**config.mk**
```make
export PLATFORM = sky130hd
export DESIGN_NAME = hazard_unit
export DESIGN_NICKNAME = d
export VERILOG_FILES = /design/src/rtl/hazard_unit.sv
export SDC_FILE = /design/constraint.sdc
export NUM_CORES = 1
export LEC_CHECK = 0
export ABC_CLOCK_PERIOD_IN_PS = 4350
export BUFFER_PORTS_ARGS = -buffer_cell sky130_fd_sc_hd__buf_2
export CAP_MARGIN = 10
export CORE_ASPECT_RATIO = 0.8
export CORE_MARGIN = 1
export CORE_UTILIZATION = 35
export CTS_CLUSTER_SIZE = 25
export DETAILED_ROUTE_END_ITERATION = 12
export GPL_TIMING_DRIVEN = 0
export PLACE_DENSITY = 0.61
export SLEW_MARGIN = 10
export SYNTH_ARGS = -nofsm -noshare
export SYNTH_HDL_FRONTEND = slang
export SYNTH_SLANG_ARGS = --single-unit
```
**constraint.sdc**
```tcl
create_clock -name clk -period 4.35 [get_ports clk]
set_input_delay 0.87 -clock clk [delete_from_list [all_inputs] [get_ports clk]]
set_output_delay 0.87 -clock clk [all_outputs]
set_load 0.005 [all_outputs]
```
**src/rtl/hazard_unit.sv**
```systemverilog
// Hazard controller for the 5-stage core: shadow E/M/W destination tracking,
// forwarding selects, F/D stall, D/E flushes and saturating event counters.
// Define HAZARD_FORWARD_EN for forwarding; otherwise the unit interlocks on RAW hazards.
module hazard_unit #(
   parameter int CNT_W = 32
) (
   input  logic             clk,
   input  logic             rst,
   input  logic [4:0]       Rs1D,
   input  logic [4:0]       Rs2D,
   input  logic [4:0]       RdD,
   input  logic             RegWriteD,
   input  logic [1:0]       ResultSrcD,
   input  logic             PCSrcE,
   output logic             StallF,
   output logic             StallD,
   output logic             FlushD,
   output logic             FlushE,
   output logic [1:0]       ForwardAE,
   output logic [1:0]       ForwardBE,
   output logic [CNT_W-1:0] stall_cnt,
   output logic [CNT_W-1:0] flush_cnt
);

   logic [4:0]       r_Rs1E, r_Rs2E, r_RdE, r_RdM, r_RdW;
   logic             r_RegWriteE, r_RegWriteM, r_RegWriteW;
   logic [1:0]       r_ResultSrcE;
   logic [CNT_W-1:0] r_stall_cnt, r_flush_cnt;

   logic             w_hazard;
   logic             w_stall;
   logic             w_flushE;
   logic [1:0]       w_fwdA, w_fwdB;

   function automatic logic [CNT_W-1:0] sat_inc(input logic [CNT_W-1:0] v, input logic en);
      if (en && (v != {CNT_W{1'b1}}))
         return v + CNT_W'(1);
      return v;
   endfunction

`ifdef HAZARD_FORWARD_EN
   // M has priority over W; x0 is never a forwarding source.
   function automatic logic [1:0] fwd_sel(input logic [4:0] rs,
                                          input logic [4:0] rdM, input logic wM,
                                          input logic [4:0] rdW, input logic wW);
      if (wM && (rdM != 5'd0) && (rdM == rs))
         return 2'b10;
      if (wW && (rdW != 5'd0) && (rdW == rs))
         return 2'b01;
      return 2'b00;
   endfunction

   assign w_hazard = (r_ResultSrcE == 2'b01) && r_RegWriteE && (r_RdE != 5'd0) &&
                     ((r_RdE == Rs1D) || (r_RdE == Rs2D));
   assign w_fwdA   = fwd_sel(r_Rs1E, r_RdM, r_RegWriteM, r_RdW, r_RegWriteW);
   assign w_fwdB   = fwd_sel(r_Rs2E, r_RdM, r_RegWriteM, r_RdW, r_RegWriteW);
`else
   // W is safe without an interlock: the register file writes before it reads.
   function automatic logic raw_dep(input logic [4:0] rs,
                                    input logic [4:0] rdE, input logic wE,
                                    input logic [4:0] rdM, input logic wM);
      return (rs != 5'd0) && ((wE && (rdE == rs)) || (wM && (rdM == rs)));
   endfunction

   logic w_unused;
   assign w_unused = ^{r_Rs1E, r_Rs2E, r_ResultSrcE};
   assign w_hazard = raw_dep(Rs1D, r_RdE, r_RegWriteE, r_RdM, r_RegWriteM) ||
                     raw_dep(Rs2D, r_RdE, r_RegWriteE, r_RdM, r_RegWriteM);
   assign w_fwdA   = 2'b00;
   assign w_fwdB   = 2'b00;
`endif

   // A taken branch overrides any stall.
   assign w_stall  = w_hazard && !PCSrcE;
   assign w_flushE = w_hazard || PCSrcE;

   assign StallF    = !rst && w_stall;
   assign StallD    = !rst && w_stall;
   assign FlushD    = !rst && PCSrcE;
   assign FlushE    = !rst && w_flushE;
   assign ForwardAE = rst ? 2'b00 : w_fwdA;
   assign ForwardBE = rst ? 2'b00 : w_fwdB;
   assign stall_cnt = r_stall_cnt;
   assign flush_cnt = r_flush_cnt;

   // Shadow E/M/W stages
   always_ff @(posedge clk or posedge rst) begin
      if (rst) begin
         r_Rs1E       <= '0;
         r_Rs2E       <= '0;
         r_RdE        <= '0;
         r_RegWriteE  <= 1'b0;
         r_ResultSrcE <= '0;
         r_RdM        <= '0;
         r_RegWriteM  <= 1'b0;
         r_RdW        <= '0;
         r_RegWriteW  <= 1'b0;
      end else begin
         if (w_flushE) begin
            r_Rs1E       <= '0;
            r_Rs2E       <= '0;
            r_RdE        <= '0;
            r_RegWriteE  <= 1'b0;
            r_ResultSrcE <= '0;
         end else begin
            r_Rs1E       <= Rs1D;
            r_Rs2E       <= Rs2D;
            r_RdE        <= RdD;
            r_RegWriteE  <= RegWriteD;
            r_ResultSrcE <= ResultSrcD;
         end
         r_RdM       <= r_RdE;
         r_RegWriteM <= r_RegWriteE;
         r_RdW       <= r_RdM;
         r_RegWriteW <= r_RegWriteM;
      end
   end

   always_ff @(posedge clk or posedge rst) begin
      if (rst) begin
         r_stall_cnt <= '0;
         r_flush_cnt <= '0;
      end else begin
         r_stall_cnt <= sat_inc(r_stall_cnt, w_stall);
         r_flush_cnt <= sat_inc(r_flush_cnt, PCSrcE);
      end
   end

endmodule

```
# Word-level counts from Yosys, hierarchy flattened

Cells that the tools add are included.

Output and inout bits: 72
Register bits after elaboration: 76

Eq/ne operators: 6
Add/sub/neg operators: 2
Mux-type cells: 6
Reduce and logical (&&, ||, !) cells: 20

Operators by type and width:

| kind                  | number |
|---|---|
| $add 32x1->32 const B | 2 |
| $mux 32               | 2 |
| $ne 32x32->1 const B  | 2 |
| $eq 5x5->1            | 4 |
| $logic_and 1x1->1     | 12 |
| $reduce_bool 5->1     | 2 |
| $mux 5                | 1 |
| $logic_or 1x1->1      | 4 |
| $mux 1                | 3 |
| $logic_not 1->1       | 2 |

# Logic depth before layout (Yosys ltp)

Gate-level depths: netlist (run 1).

Word-level depth: 8
Depth in mapped cells: 8
Depth with buffers taken out: 7

# Least setup slack after synthesis (run 1)

No wires, ideal clock.

Path kind: input port to output port
From: input port Rs2D[1]
To: output port StallF
Slack: 1.138 ns
Arrival time: 2.342 ns
Stages on the path: 7
Path buffers: 2
Required time: 3.480 ns
Cell sequence: or4_1 -> o211ai_1 -> o22ai_2 -> nor2_2 -> buf_2 -> nor3_1 -> buf_4

Longest elaborated chain between the ends: 7

RTL lines:

| item                | line | source |
|---|---|---|
| start, declared     | 10   | `input logic [4:0] Rs2D,` |
| $eq 5x5->1          | 62   | `return (rs != 5'd0) && ((wE && (rdE == rs)) \|\| (wM && (rdM == rs)));` |
| $logic_and 1x1->1   | 62   |  |
| $logic_or 1x1->1    | 62   |  |
| $logic_and 1x1->1 * | 62   |  |
| $logic_or 1x1->1 *  | 67   | `assign w_hazard = raw_dep(Rs1D, r_RdE, r_RegWriteE, r_RdM, r_RegWriteM) \|\|` |
| $logic_and 1x1->1 * | 74   | `assign w_stall = w_hazard && !PCSrcE;` |
| $logic_and 1x1->1 * | -    |  |
| end, declared       | 15   | `output logic StallF,` |

Mark *: on every way between the ends. The rest lies on a longest branch, timed or not.

# Worst setup path in the final report (run 1)

From: input port Rs1D[1]
To: output port StallF

Longest elaborated chain between the ends: 7

RTL lines:

| item                | line | source |
|---|---|---|
| start, declared     | 9    | `input logic [4:0] Rs1D,` |
| $eq 5x5->1          | 62   |  |
| $logic_and 1x1->1   | 62   |  |
| $logic_or 1x1->1    | 62   |  |
| $logic_and 1x1->1 * | 62   |  |
| $logic_or 1x1->1 *  | 67   |  |
| $logic_and 1x1->1 * | 74   |  |
| $logic_and 1x1->1 * | 77   | `assign StallF = !rst && w_stall;` |

Marks and branches as above.

==> results.md, run 1 <==
- The first global-routing pass estimated 14100 µm of wire.
- The design draws 1.74 mW.
- The detail-routed net length per standard cell is 14.0 µm.
- The gate count after technology mapping is 371.
- The total of fill cells in the finished design is 1031.
- The required arrival time at the worst endpoint is 3480 ps.
- The kind of launch point of the worst setup path is an input port.
- Counting both buffers and inverters, the worst setup path holds a total of 4.
- The number of hold-repair buffers added at the cts stage is 0.
- The minimum setup slack in the final design is 639 ps.
- Setup violations remaining at the end of the flow were counted as 0.
- For this block, the initial DRC count from the detailed router was 176.
- In the routed layout, each cell is associated on average with a via count of 4.95.
- The largest vdd supply drop is 0.220 mV.
- The initial core utilization is 0.364.
- In this run the tool buffered the top-level ports with 86 buffer cells.
- In the global route stage, overall resource usage came out at 0.161.
- The cell sitting at the root of the clock tree is a sky130_fd_sc_hd__clkbuf_16.
- The worst hold path belongs to the class register to register.
- The flow ran to the end, and the final reports show no timing, DRC or antenna violations.
- On the final layout, the worst hold slack is 430 ps.
- The share of the core filled with cells is 0.454.
- The nature of the critical path endpoint is an output port.
- The post-detailed-route count of antenna-violating nets is 0.
- Dividing total power by cell area gives a power density of 369 mW/mm².
- The number of gates resized after CTS was 0.
- In this run the tightest slew margin relative to its limit is 0.516.
- In this run the static leakage power is 2.32 nW.
- The family with the most delay on the worst path is simple AND/OR/NAND/NOR gates.
- Counting I/O delays and the setup requirement, the final critical path takes 3710 ps.
- The number of max-slew violations in the final report was 0.
- The max-capacitance violation count is 0.
- Clock skew on the completed layout was measured at 4.71 ps.
- The period utilization is 0.853.
- The die is 94.9 µm tall.
- The number of buffers on the longest clock path is 2.
- The largest net degree at the start of global routing is 44.
- Traced cell by cell, the critical path runs through buf_2 -> or4_1 -> o211ai_1 -> o22ai_1 -> nor2_2 -> buf_2 -> nor3_1 -> buf_4 -> buf_2.
- The number of flops mapped to enable cells by yosys is 0.
- At the worst endpoint, the arrival time is 2840 ps.
- After clock tree synthesis, the setup repair step added 0 buffers.
- The average instance in the mapped netlist occupies 10.2 µm².
- The post-detailed-routing wire length is 8640 µm.
- Leaving out fill and tap cells, the most frequent cell in the layout is sky130_fd_sc_hd__buf_2.
- At the pin with the least slew margin, the transition time is 721 ps.
- The placer congestion estimate is 0.829.
- The via total after detailed routing is 3055.
- Setup repair after global routing left no endpoint under its margin.
- The highest net fanout along the worst path is 10.
- Once placement completed, the tool counted placed cells totaling 601.
- The number of remaining DRC errors is 0.
- The source-to-sink clock delay at the later pin of the worst-skew pair is 330 ps.
- The area of the placeable core is 0.0104 mm².
- The die covers 0.0112 mm².
- Based on the critical path, the design can be clocked at up to 0.269 GHz.
- By instance count, the cell type seen most on the critical path is sky130_fd_sc_hd__buf_2.
- The placed instances occupy a cell area of 0.00442 mm².
- Compared with the post-synthesis result, the final layout area differs by 24.7%.
- The width of the chip is 118 µm.
- Pin placement for this block handled 93 I/O pins.
- Of the synthesized area, sequential elements account for 0.504.
- The number of synthesized register bits is 76.
- The HPWL after detailed placement is 6350 µm.
- The async set-reset flop share out of synthesis is 1.00.
- The fraction of final layout cells sized beyond drive strength 1 is 0.249.
- Setup total negative slack on the finished layout was measured at 0 ps.
- The slowest library cell on the worst path is sky130_fd_sc_hd__or4_1.
- Row generation in the floorplan step produced 33 rows.
- The total overflow left after global routing is 0.
- The distinct cell type count of the synthesized netlist is 39.
- The most used flip-flop cell after synthesis is sky130_fd_sc_hd__dfrtp_1.
- The synthesis warning total is 0.
- The final count of hold timing violations came to 0.
- The clock transition time at the flip-flop clock pins of the worst setup and hold paths is 50 ps.
- CTS saw 76 sinks.
- The length of the first detailed-routing pass in iterations is 4.
- The count of nets after finishing is 495.
- The H-tree was split into 3 levels.
- The finished cells cover 0.00471 mm².
- Once layout is complete, the cells apart from fillers number 617.
- The TritonCTS clock tree is yes.
- The diode insertion count for antenna repair is 0.
- The placement-stage worst setup slack is 637 ps.
- Leaving out fill and tap cells, the most frequent cells in the layout are 89 x sky130_fd_sc_hd__buf_2, 76 x sky130_fd_sc_hd__dfrtp_1, 42 x sky130_fd_sc_hd__xor2_1.
- The number of clock buffers added by TritonCTS is 9.
- The largest stage delay on the critical path is 560 ps.
- The via count of the first global-routing pass came to 2890.
- The initial antenna violation count is 0.
- The critical path class is input port to output port.
- The netlist area before placement is 0.00377 mm².
==> layer usage <==
| metal | vias up | share of wire | track usage |
|---|---|---|---|
| li1 | 1484 | - | - |
| met1 | 1483 | 0.49 | 0.217 |
| met2 | 82 | 0.45 | 0.251 |
| met3 | 6 | 0.056 | 0.0550 |
| met4 | 0 | 0.0061 | 0.0342 |
| met5 | - | 0 | 0 |
==> final cells by class <==
class                      count  area (µm²)  share of cell area
inverter                      14        55.1              0.0117
clock inverter                 5        52.6              0.0112
sequential                    76        1900               0.404
tap                          140         175              0.0372
timing repair buffer          87         458              0.0973
multi-input combinational    273        1760               0.374
buffer                        11        71.3              0.0152
clock buffer                  11         233              0.0494
==> cell usage after synthesis (all sizes together), types with 3 or more instances <==
cell type	instances	area share
mux2	3	0.0089
dfrtp	76	0.50
nand3	27	0.036
o211ai	5	0.014
or3	3	0.0050
nor2	36	0.036
nand2	26	0.026
inv	14	0.014
xor2	42	0.097
nor3	24	0.032
or4	4	0.0080
or2	3	0.0050
and2	8	0.013
nand4	24	0.040
xnor2	36	0.084
nor4	12	0.023
buf	10	0.018
==> sequential cells by signal, summed over array words and instances (netlist names) <==
| register | cells |
|---|---|
| flush_cnt | 32 |
| r_RdE | 5 |
| r_RdM | 5 |
| r_RegWriteE | 1 |
| r_RegWriteM | 1 |
| stall_cnt | 32 |
==> logic make-up (layout without fill, tap and decap cells) <==
| kind of cell | count (synthesis) | count (layout) | synth area share |
|---|---|---|---|
| other cells | 1 | 4 | 0.000993 |
| xor+xnor | 78 | 78 | 0.181 |
| buf+inv | 25 | 128 | 0.0328 |
| compound gates | 12 | 12 | 0.0278 |
| fa+ha+maj | 2 | 2 | 0.00663 |
| flops | 76 | 76 | 0.504 |
| simple gates | 174 | 174 | 0.238 |
| mux | 3 | 3 | 0.00895 |
==> power breakdown <==
| part | internal, mW | switching, mW |
|---|---|---|
| registers | 0.755 | 0.0618 |
| logic | 0.0976 | 0.106 |
| clock network | 0.441 | 0.275 |
==> worst reg2reg max path, delay by kind of cell (launching register included) <==
family / cells / cell delay [ps]
muxes: 1 / 320
AOI/OAI and AO/OA: 1 / 240
DFF: 1 / 420
and+or+nand+nor: 3 / 1210
buffers and inverters: 1 / 210
==> path summary, 6_finish.rpt <==
check / start / to / slack (ps) / cells after the start
min in group asynchronous: rst / r_RdM[0]$_DFF_PP0_ / 590 / 2
max reg2reg: stall_cnt[7]$_DFFE_PP0P_ / stall_cnt[1]$_DFFE_PP0P_ / 1830 / 6
max in group asynchronous: rst / stall_cnt[13]$_DFFE_PP0P_ / 3200 / 3
min: r_RegWriteE$_DFF_PP0_ / r_RegWriteM$_DFF_PP0_ / 430 / 0
max: Rs1D[1] / StallF / 640 / 9
min reg2reg: r_RegWriteE$_DFF_PP0_ / r_RegWriteM$_DFF_PP0_ / 430 / 0
(Power assumes the default switching activity.)
==> run 2, diff against run 1 <==
--- a/config.mk
+++ b/config.mk
@@ -8,12 +8,11 @@
 export ABC_CLOCK_PERIOD_IN_PS = 4350
 export BUFFER_PORTS_ARGS = -buffer_cell sky130_fd_sc_hd__buf_2
 export CAP_MARGIN = 10
-export CORE_ASPECT_RATIO = 0.8
+export CORE_ASPECT_RATIO = 0.75
 export CORE_MARGIN = 1
 export CORE_UTILIZATION = 35
 export CTS_CLUSTER_SIZE = 25
 export DETAILED_ROUTE_END_ITERATION = 12
-export GPL_TIMING_DRIVEN = 0
 export PLACE_DENSITY = 0.61
 export SLEW_MARGIN = 10
 export SYNTH_ARGS = -nofsm -noshare
==> results.md, run 2 (synthesized netlist as in run 1, its figures left out) <==
- The share of the core filled with cells was 0.449 (was 0.454).
- The width of the chip is 122 µm (was 118 µm).
- The nature of the critical path endpoint is an output port (unchanged).
- The placer congestion estimate is 0.860 (was 0.829).
- The relative slew slack is 0.470 (was 0.516).
- The endpoint arrival time on the critical path is 2490 ps (was 2840 ps).
- The area of the placeable core was 0.0104 mm² (about the same).
- The clock transition time at the flip-flop clock pins of the worst setup and hold paths is 50 ps (about the same).
- The TritonCTS clock tree is yes (unchanged).
- The final count of negative-setup-slack endpoints is 0 (unchanged).
- The initial core utilization is 0.364 (about the same).
- The buffers inserted during post-CTS setup optimization is 0 (unchanged).
- The area of the die is 0.0112 mm² (about the same).
- The power dissipated by switching net loads is 442 µW (was 443 µW).
- The minimum period implied by the final worst setup slack is 3360 ps (was 3710 ps).
- Setup repair after global routing missed its margin: no (unchanged).
- The total global-route track usage was 0.170 (was 0.161).
- The number of buffers added on ports came to 86 (unchanged).
- The endpoint of the lowest-slack register-to-register path is stall_cnt[1]$_DFFE_PP0P_ (unchanged).
- The power per cell area is 388 mW/mm² (was 369 mW/mm²).
- The area growth from synthesis to final layout came to 23.4% (was 24.7%).
- The detail-routed net length per standard cell is 14.3 µm (was 14.0 µm).
- The startpoint of the lowest-slack register-to-register path was stall_cnt[7]$_DFFE_PP0P_ (unchanged).
- The total of fill cells in the finished design is 997 (was 1031).
- The final sum of negative setup slack was 0 ps (unchanged).
- The timing endpoint of the critical path is StallF (unchanged).
- The I/O pin count was 93 (unchanged).
- The share of total power in combinational logic came to 0.108 (was 0.117).
- The number of remaining DRC errors is 0 (unchanged).
- The type of the worst min-delay path is register to register (unchanged).
- The number of levels in the clock H-tree came to 3 (unchanged).
- The largest vdd supply drop came to 0.190 mV (was 0.220 mV).
- The wire length of the first global-routing pass is 14800 µm (was 14100 µm).
- The measured slew at the worst slew-check pin was 794 ps (was 721 ps).
- The number of gates given a new drive strength after cts is 0 (unchanged).
- The critical path launch point is Rs2D[1] (was Rs1D[1]).
- The setup skew after layout came to 4.93 ps (was 4.71 ps).
- The highest net fanout along the worst path is 14 (was 10).
- The critical path class is input port to output port (unchanged).
- The initial antenna violation count came to 0 (unchanged).
- The length of the first detailed-routing pass in iterations is 4 (unchanged).
- The minimum setup slack in the final design came to 988 ps (was 639 ps).
- The via total after detailed routing is 3072 (was 3055).
- The maximum clock frequency came to 0.297 GHz (was 0.269 GHz).
- The largest net degree at the start of global routing was 40 (was 44).
- The commonest non-fill, non-tap cell in the layout is sky130_fd_sc_hd__buf_2 (unchanged).
- Run status: complete, no violations (unchanged).
- The row count was 32 (was 33).
- The final count of hold timing violations is 0 (unchanged).
- The vertical die dimension is 91.9 µm (was 94.9 µm).
- The kind of launch point of the worst setup path is an input port (unchanged).
- The non-filler instance count after layout is 604 (was 617).
- The finished layout cell area is 0.00466 mm² (was 0.00471 mm²).
- The number of hold-repair buffers added at the cts stage came to 0 (unchanged).
- The count of nets after finishing came to 486 (was 495).
- The post-detailed-routing wire length is 8630 µm (was 8640 µm).
- The sequential fraction of design power is 0.454 (was 0.470).
- The total placed cells including tap cells is 588 (was 601).
- The fraction of final layout cells sized beyond drive strength 1 came to 0.239 (was 0.249).
- The via count of the first global-routing pass is 3048 (was 2890).
- The instance area after placement is 0.00434 mm² (was 0.00442 mm²).
- The cell count of the worst reg-to-reg path came to 5 (was 6).
- The mean number of vias per cell is 5.09 (was 4.95).
- The part of the power in the clock network was 0.438 (was 0.413).
- The source-to-sink clock delay at the later pin of the worst-skew pair came to 330 ps (about the same).
- The detailed-placement wirelength estimate is 6480 µm (was 6350 µm).
- The max-capacitance violation count came to 0 (unchanged).
- The placement-stage worst setup slack was 1010 ps (was 637 ps).
- The number of DRC markers in iteration 0 is 176 (unchanged).
- The diode insertion count for antenna repair is 0 (unchanged).
- The switching portion of total power is 0.245 (was 0.255).
- The total clock sinks is 76 (unchanged).
- The aggregate global routing overflow came to 0 (unchanged).
- The clock root buffer master was sky130_fd_sc_hd__clkbuf_16 (unchanged).
- The number of buffers on the longest clock path is 2 (unchanged).
- Leading cell types in the layout, fill and taps excluded: 86 x sky130_fd_sc_hd__buf_2, 76 x sky130_fd_sc_hd__dfrtp_1, 42 x sky130_fd_sc_hd__xor2_1 (was 89 x sky130_fd_sc_hd__buf_2, 76 x sky130_fd_sc_hd__dfrtp_1, 42 x sky130_fd_sc_hd__xor2_1).
- The number of max-slew violations in the final report came to 0 (unchanged).
- The slack of the worst reg-to-reg path is 1880 ps (was 1830 ps).
- The leakage component of the power is 2.29 nW (was 2.32 nW).
- The TritonCTS buffer count was 9 (unchanged).
- The internal cell power is 1.36 mW (was 1.29 mW).
- The post-detailed-route count of antenna-violating nets is 0 (unchanged).
- The required arrival time at the worst endpoint was 3480 ps (about the same).
- The period utilization came to 0.773 (was 0.853).
[run 2: layer usage]
metal / wire [µm] / up-vias / GRT usage
met4: 127 / 0 / 0.0545
met3: 612 / 13 / 0.0591
met2: 3990 / 95 / 0.264
li1: - / 1460 / -
met5: 0 / - / 0
met1: 3900 / 1504 / 0.220
[run 2: layout make-up]
cell class	instances	area (µm²)	share of cell area
sequential	76	1900	0.408
multi-input combinational	273	1760	0.378
timing repair buffer	89	453	0.0973
clock buffer	12	246	0.0529
tap	136	170	0.0365
clock inverter	4	72.6	0.0156
inverter	14	52.6	0.0113
[run 2: worst min path at each step]
stage | start | slack [ps] | cells past startpoint | endpoint
final | r_RegWriteE$_DFF_PP0_ | 410 | 0 | r_RegWriteM$_DFF_PP0_
after global routing | r_RegWriteE$_DFF_PP0_ | 430 | 0 | r_RegWriteM$_DFF_PP0_
after floorplan | r_RegWriteE$_DFF_PP0_ | 370 | 0 | r_RegWriteM$_DFF_PP0_
after detailed placement | r_RegWriteE$_DFF_PP0_ | 410 | 0 | r_RegWriteM$_DFF_PP0_
after CTS | r_RegWriteE$_DFF_PP0_ | 420 | 0 | r_RegWriteM$_DFF_PP0_
after global placement | r_RegWriteE$_DFF_PP0_ | 400 | 0 | r_RegWriteM$_DFF_PP0_
[run 2: power groups by stage]
stage / clock network [mW] / registers [mW] / logic (mW)
floorplan: 0 / 0.822 / 0.117
global placement: 0 / 0.828 / 0.192
detailed placement: 0 / 0.832 / 0.198
CTS: 0.810 / 0.820 / 0.201
global route: 0.846 / 0.830 / 0.223
finish: 0.791 / 0.820 / 0.196
[run 2: critical path: stages]
cell and delay (ps):
sky130_fd_sc_hd__buf_2 130, sky130_fd_sc_hd__or4_1 540, sky130_fd_sc_hd__o211ai_1 210, sky130_fd_sc_hd__o22ai_1 190, sky130_fd_sc_hd__nor2_2 110, sky130_fd_sc_hd__buf_4 210, sky130_fd_sc_hd__nor3_1 80, sky130_fd_sc_hd__buf_2 160
[run 2: through the flow]
| stage | hold slack (ps) | power, mW |
|---|---|---|
| 5_1_grt | 434 | 1.90 |
| 6_report | 414 | 1.81 |
| 3_5_place_dp | 411 | 1.03 |
| 4_1_cts | 418 | 1.83 |
| 3_3_place_gp | 400 | 1.02 |
| 2_1_floorplan | 374 | 0.939 |
==> run 3, diff against run 2 <==
--- a/config.mk
+++ b/config.mk
@@ -5,7 +5,8 @@
 export SDC_FILE = /design/constraint.sdc
 export NUM_CORES = 1
 export LEC_CHECK = 0
-export ABC_CLOCK_PERIOD_IN_PS = 4350
+export ABC_AREA = 1
+export ABC_CLOCK_PERIOD_IN_PS = 2900
 export BUFFER_PORTS_ARGS = -buffer_cell sky130_fd_sc_hd__buf_2
 export CAP_MARGIN = 10
 export CORE_ASPECT_RATIO = 0.75
==> constraint.sdc (replaced) <==
create_clock -name clk -period 2.9 [get_ports clk]
set_input_delay 0.58 -clock clk [delete_from_list [all_inputs] [get_ports clk]]
set_output_delay 0.58 -clock clk [all_outputs]
set_load 0.005 [all_outputs]
==> results.md, run 3 <==
- Run status: complete, no violations (unchanged).
- The wire length of the first global-routing pass came to 23800 µm (was 14800 µm).
- The power per cell area came to 492 mW/mm² (was 388 mW/mm²).
- The total global-route track usage is 0.205 (was 0.170).
- The post-synthesis share of cell area spent on and, or, nand and nor gates came to 0.446 (was 0.238).
- The relative slew slack is 0.342 (was 0.470).
- The measured slew at the worst slew-check pin is 988 ps (was 794 ps).
- The row count was 37 (was 32).
- The nature of the critical path endpoint was an output port (unchanged).
- The slowest library cell on the worst path is sky130_fd_sc_hd__nand3_1 (was sky130_fd_sc_hd__or4_1).
- The initial core utilization came to 0.363 (was 0.364).
- The post-layout total power came to 2.94 mW (was 1.81 mW).
- The setup skew after layout is 7.62 ps (was 4.93 ps).
- The period utilization is 0.805.
- The highest net fanout along the worst path was 7 (was 14).
- The maximum clock frequency is 0.429 GHz.
- The post-synthesis sequential area ratio came to 0.375 (was 0.504).
- The met1 track demand over resource in global routing is 0.336 (was 0.220).
- The largest net degree at the start of global routing came to 77 (was 40).
- The area of the placeable core came to 0.0139 mm² (was 0.0104 mm²).
- The count of nets after finishing was 878 (was 486).
- The post-detailed-route count of antenna-violating nets was 0 (unchanged).
- The final count of negative-setup-slack endpoints is 0 (unchanged).
- The via count of the first global-routing pass was 4458 (was 3048).
- The post-detailed-routing wire length is 14600 µm (was 8630 µm).
- The placement-stage worst setup slack was 540 ps (was 1010 ps).
- The share of synthesized area spent on multiplexers was 0 (was 0.00895).
- The TritonCTS clock tree is yes (unchanged).
- The non-filler instance count after layout is 1055 (was 604).
- The post-synthesis average cell area is 6.58 µm² (was 10.2 µm²).
- The minimum setup slack in the final design is 567 ps (was 988 ps).
- The max-capacitance violation count is 0 (unchanged).
- The number of hold-repair buffers added at the cts stage was 0 (unchanged).
- The critical path class was input port to output port (unchanged).
- The global routing met2 resource utilization is 0.266 (was 0.264).
- The dominant cell type by count on the critical path is sky130_fd_sc_hd__nand2_1 (was sky130_fd_sc_hd__buf_2).
- The aggregate global routing overflow is 0 (unchanged).
- The total clock sinks is 76 (unchanged).
- The area of the die came to 0.0150 mm² (was 0.0112 mm²).
- Setup repair after global routing missed its margin: no (unchanged).
- Most common library cells after synthesis: 326 x sky130_fd_sc_hd__nand2_1, 101 x sky130_fd_sc_hd__nor2_1, 76 x sky130_fd_sc_hd__dfrtp_1 (was 76 x sky130_fd_sc_hd__dfrtp_1, 42 x sky130_fd_sc_hd__xor2_1, 36 x sky130_fd_sc_hd__xnor2_1).
- The most instantiated library cell after synthesis is sky130_fd_sc_hd__nand2_1 (was sky130_fd_sc_hd__dfrtp_1).
- The cell type with the largest total area after synthesis is sky130_fd_sc_hd__dfrtp_1 (unchanged).
- The final count of hold timing violations was 0 (unchanged).
- The number of remaining DRC errors is 0 (unchanged).
- The largest stage delay on the critical path is 260 ps (was 540 ps).
- The adder and majority gate portion of the synthesized area was 0.00494 (was 0.00663).
- The number of buffers on the longest clock path is 2 (unchanged).
- The placer congestion estimate is 0.921 (was 0.860).
- The largest vdd supply drop was 0.293 mV (was 0.190 mV).
- The netlist area before placement is 0.00506 mm² (was 0.00377 mm²).
- The detail-routed net length per standard cell is 13.9 µm (was 14.3 µm).
- The mean number of vias per cell was 4.77 (was 5.09).
- The total placed cells including tap cells was 1039 (was 588).
- CP cell instances: buf_2 -> inv_1 -> nand2_1 -> o21ai_0 -> nor2_1 -> nand3_1 -> nand2_1 -> nand2_1 -> nand3_1 -> nand2_1 -> inv_1 -> buf_2 (was buf_2 -> or4_1 -> o211ai_1 -> o22ai_1 -> nor2_2 -> buf_4 -> nor3_1 -> buf_2).
- The required arrival time at the worst endpoint is 2320 ps (was 3480 ps).
- The number of levels in the clock H-tree was 3 (unchanged).
- The area growth from synthesis to final layout was 18.0% (was 23.4%).
- Subtracting the final worst setup slack from the clock period gives 2330 ps.
- The TritonCTS buffer count is 9 (unchanged).
- The distinct cell type count of the synthesized netlist is 26 (was 39).
- The prevailing post-synth register cell is sky130_fd_sc_hd__dfrtp_1 (unchanged).
- Dominant cells by area after synthesis: sky130_fd_sc_hd__dfrtp_1 38%, sky130_fd_sc_hd__nand2_1 24%, sky130_fd_sc_hd__nor2_1 7.5% (was sky130_fd_sc_hd__dfrtp_1 50%, sky130_fd_sc_hd__xor2_1 9.7%, sky130_fd_sc_hd__xnor2_1 8.4%).
- The width of the chip is 141 µm (was 122 µm).
- The number of max-slew violations in the final report is 0 (unchanged).
- The gate count after technology mapping is 770 (was 371).
- The number of gates given a new drive strength after cts is 0 (unchanged).
- The endpoint arrival time on the critical path is 1750 ps (was 2490 ps).
- The commonest non-fill, non-tap cell in the layout is sky130_fd_sc_hd__nand2_1 (was sky130_fd_sc_hd__buf_2).
- The fraction of final layout cells sized beyond drive strength 1 came to 0.145 (was 0.239).
- The I/O pin count is 93 (unchanged).
- The met3 usage in global routing is 0.0410 (was 0.0591).
- The source-to-sink clock delay at the later pin of the worst-skew pair is 340 ps (was 330 ps).
- The kind of launch point of the worst setup path is an input port (unchanged).
- The initial antenna violation count came to 0 (unchanged).
- Leading cell types in the layout, fill and taps excluded: 326 x sky130_fd_sc_hd__nand2_1, 101 x sky130_fd_sc_hd__nor2_1, 86 x sky130_fd_sc_hd__buf_2 (was 86 x sky130_fd_sc_hd__buf_2, 76 x sky130_fd_sc_hd__dfrtp_1, 42 x sky130_fd_sc_hd__xor2_1).
- The clock root buffer master is sky130_fd_sc_hd__clkbuf_16 (unchanged).
- The xor and xnor fraction of the mapped netlist area came to 0.0640 (was 0.181).
- The type of the worst min-delay path is register to register (unchanged).
- The complex-gate fraction of the synthesized area is 0.0264 (was 0.0278).
- The diode insertion count for antenna repair was 0 (unchanged).
- The detailed-placement wirelength estimate is 10800 µm (was 6480 µm).
- The buffers inserted during post-CTS setup optimization came to 0 (unchanged).
- The clock transition time at the flip-flop clock pins of the worst setup and hold paths is 60 ps (was 50 ps).
- The number of buffers added on ports is 86 (unchanged).
- The area fraction of the dominant cell type after synthesis was 0.375 (was 0.504).
- The synthesis warning total is 0 (unchanged).
- The vertical die dimension is 106 µm (was 91.9 µm).
- The main combinational cell family by area after synthesis is simple AND/OR/NAND/NOR gates (unchanged).
- The leakage component of the power is 3.04 nW (was 2.29 nW).
- The number of synthesized register bits is 76 (unchanged).
- The number of flops mapped to enable cells by yosys came to 0 (unchanged).
- The number of DRC markers in iteration 0 came to 376 (was 176).
- The async set-reset flop share out of synthesis came to 1.00 (unchanged).
- The length of the first detailed-routing pass in iterations is 5 (was 4).
- The via total after detailed routing came to 5037 (was 3072).
- The global routing's busiest layer is met1 (was met2).
- The final sum of negative setup slack is 0 ps (unchanged).
[run 3: cell type report]
| type | count | area [µm²] |
|---|---|---|
| Fill cell | 1502 | 7960 |
| Multi-Input combinational cell | 601 | 2760 |
| Sequential cell | 76 | 1900 |
| Timing Repair Buffer | 93 | 483 |
| Inverter | 74 | 282 |
| Tap cell | 195 | 244 |
| Clock buffer | 11 | 243 |
| Clock inverter | 5 | 61.3 |
[run 3: metal layers]
metal,up-vias,part of all wire
met5,-,0
met3,15,0.071
li1,2574,-
met2,146,0.38
met1,2302,0.54
met4,0,0.0086
[run 3: path summary, 6_finish.rpt]
kind | startpoint | endpoint | slack (ps) | depth (start not counted)
min | r_RegWriteE$_DFF_PP0_ | r_RegWriteM$_DFF_PP0_ | 410 | 0
min in group asynchronous | rst | r_RdM[0]$_DFF_PP0_ | 610 | 3
min reg2reg | r_RegWriteE$_DFF_PP0_ | r_RegWriteM$_DFF_PP0_ | 410 | 0
max | Rs1D[1] | FlushE | 570 | 12
max reg2reg | stall_cnt[0]$_DFFE_PP0P_ | stall_cnt[1]$_DFFE_PP0P_ | 690 | 10
max in group asynchronous | rst | flush_cnt[11]$_DFFE_PP0P_ | 1660 | 3
[run 3: critical path: cells and delay by family]
kind | cells | cell delay (ps)
simple gates | 7 | 740
buf+inv | 4 | 370
compound gates | 1 | 70
[run 3: report_power, final]
group          total (mW)  internal, mW  switching (mW)  leakage [nW]
Sequential           1.30          1.16           0.143          1.02
Combinational       0.467         0.190           0.277          1.88
Clock                1.17         0.693           0.476         0.138
Total                2.94          2.04           0.896          3.04
[run 3: cells by family after synthesis]
| kind of cell | after synthesis |
|---|---|
| other cells | 1 |
| xor+xnor | 37 |
| simple gates | 532 |
| flops | 76 |
| buf+inv | 96 |
| fa+ha+maj | 2 |
| compound gates | 26 |
[run 3: metrics by stage]
| stage | utilization | hold WS [ps] | instance area, µm² |
|---|---|---|---|
| 6_report | 0.429 | 406 | 5980 |
| 4_1_cts | 0.429 | 409 | 5980 |
| 3_3_place_gp | 0.407 | 386 | 5670 |
| 5_1_grt | 0.429 | 417 | 5980 |
| 2_1_floorplan | - | 374 | 5080 |
| 3_5_place_dp | 0.407 | 395 | 5670 |
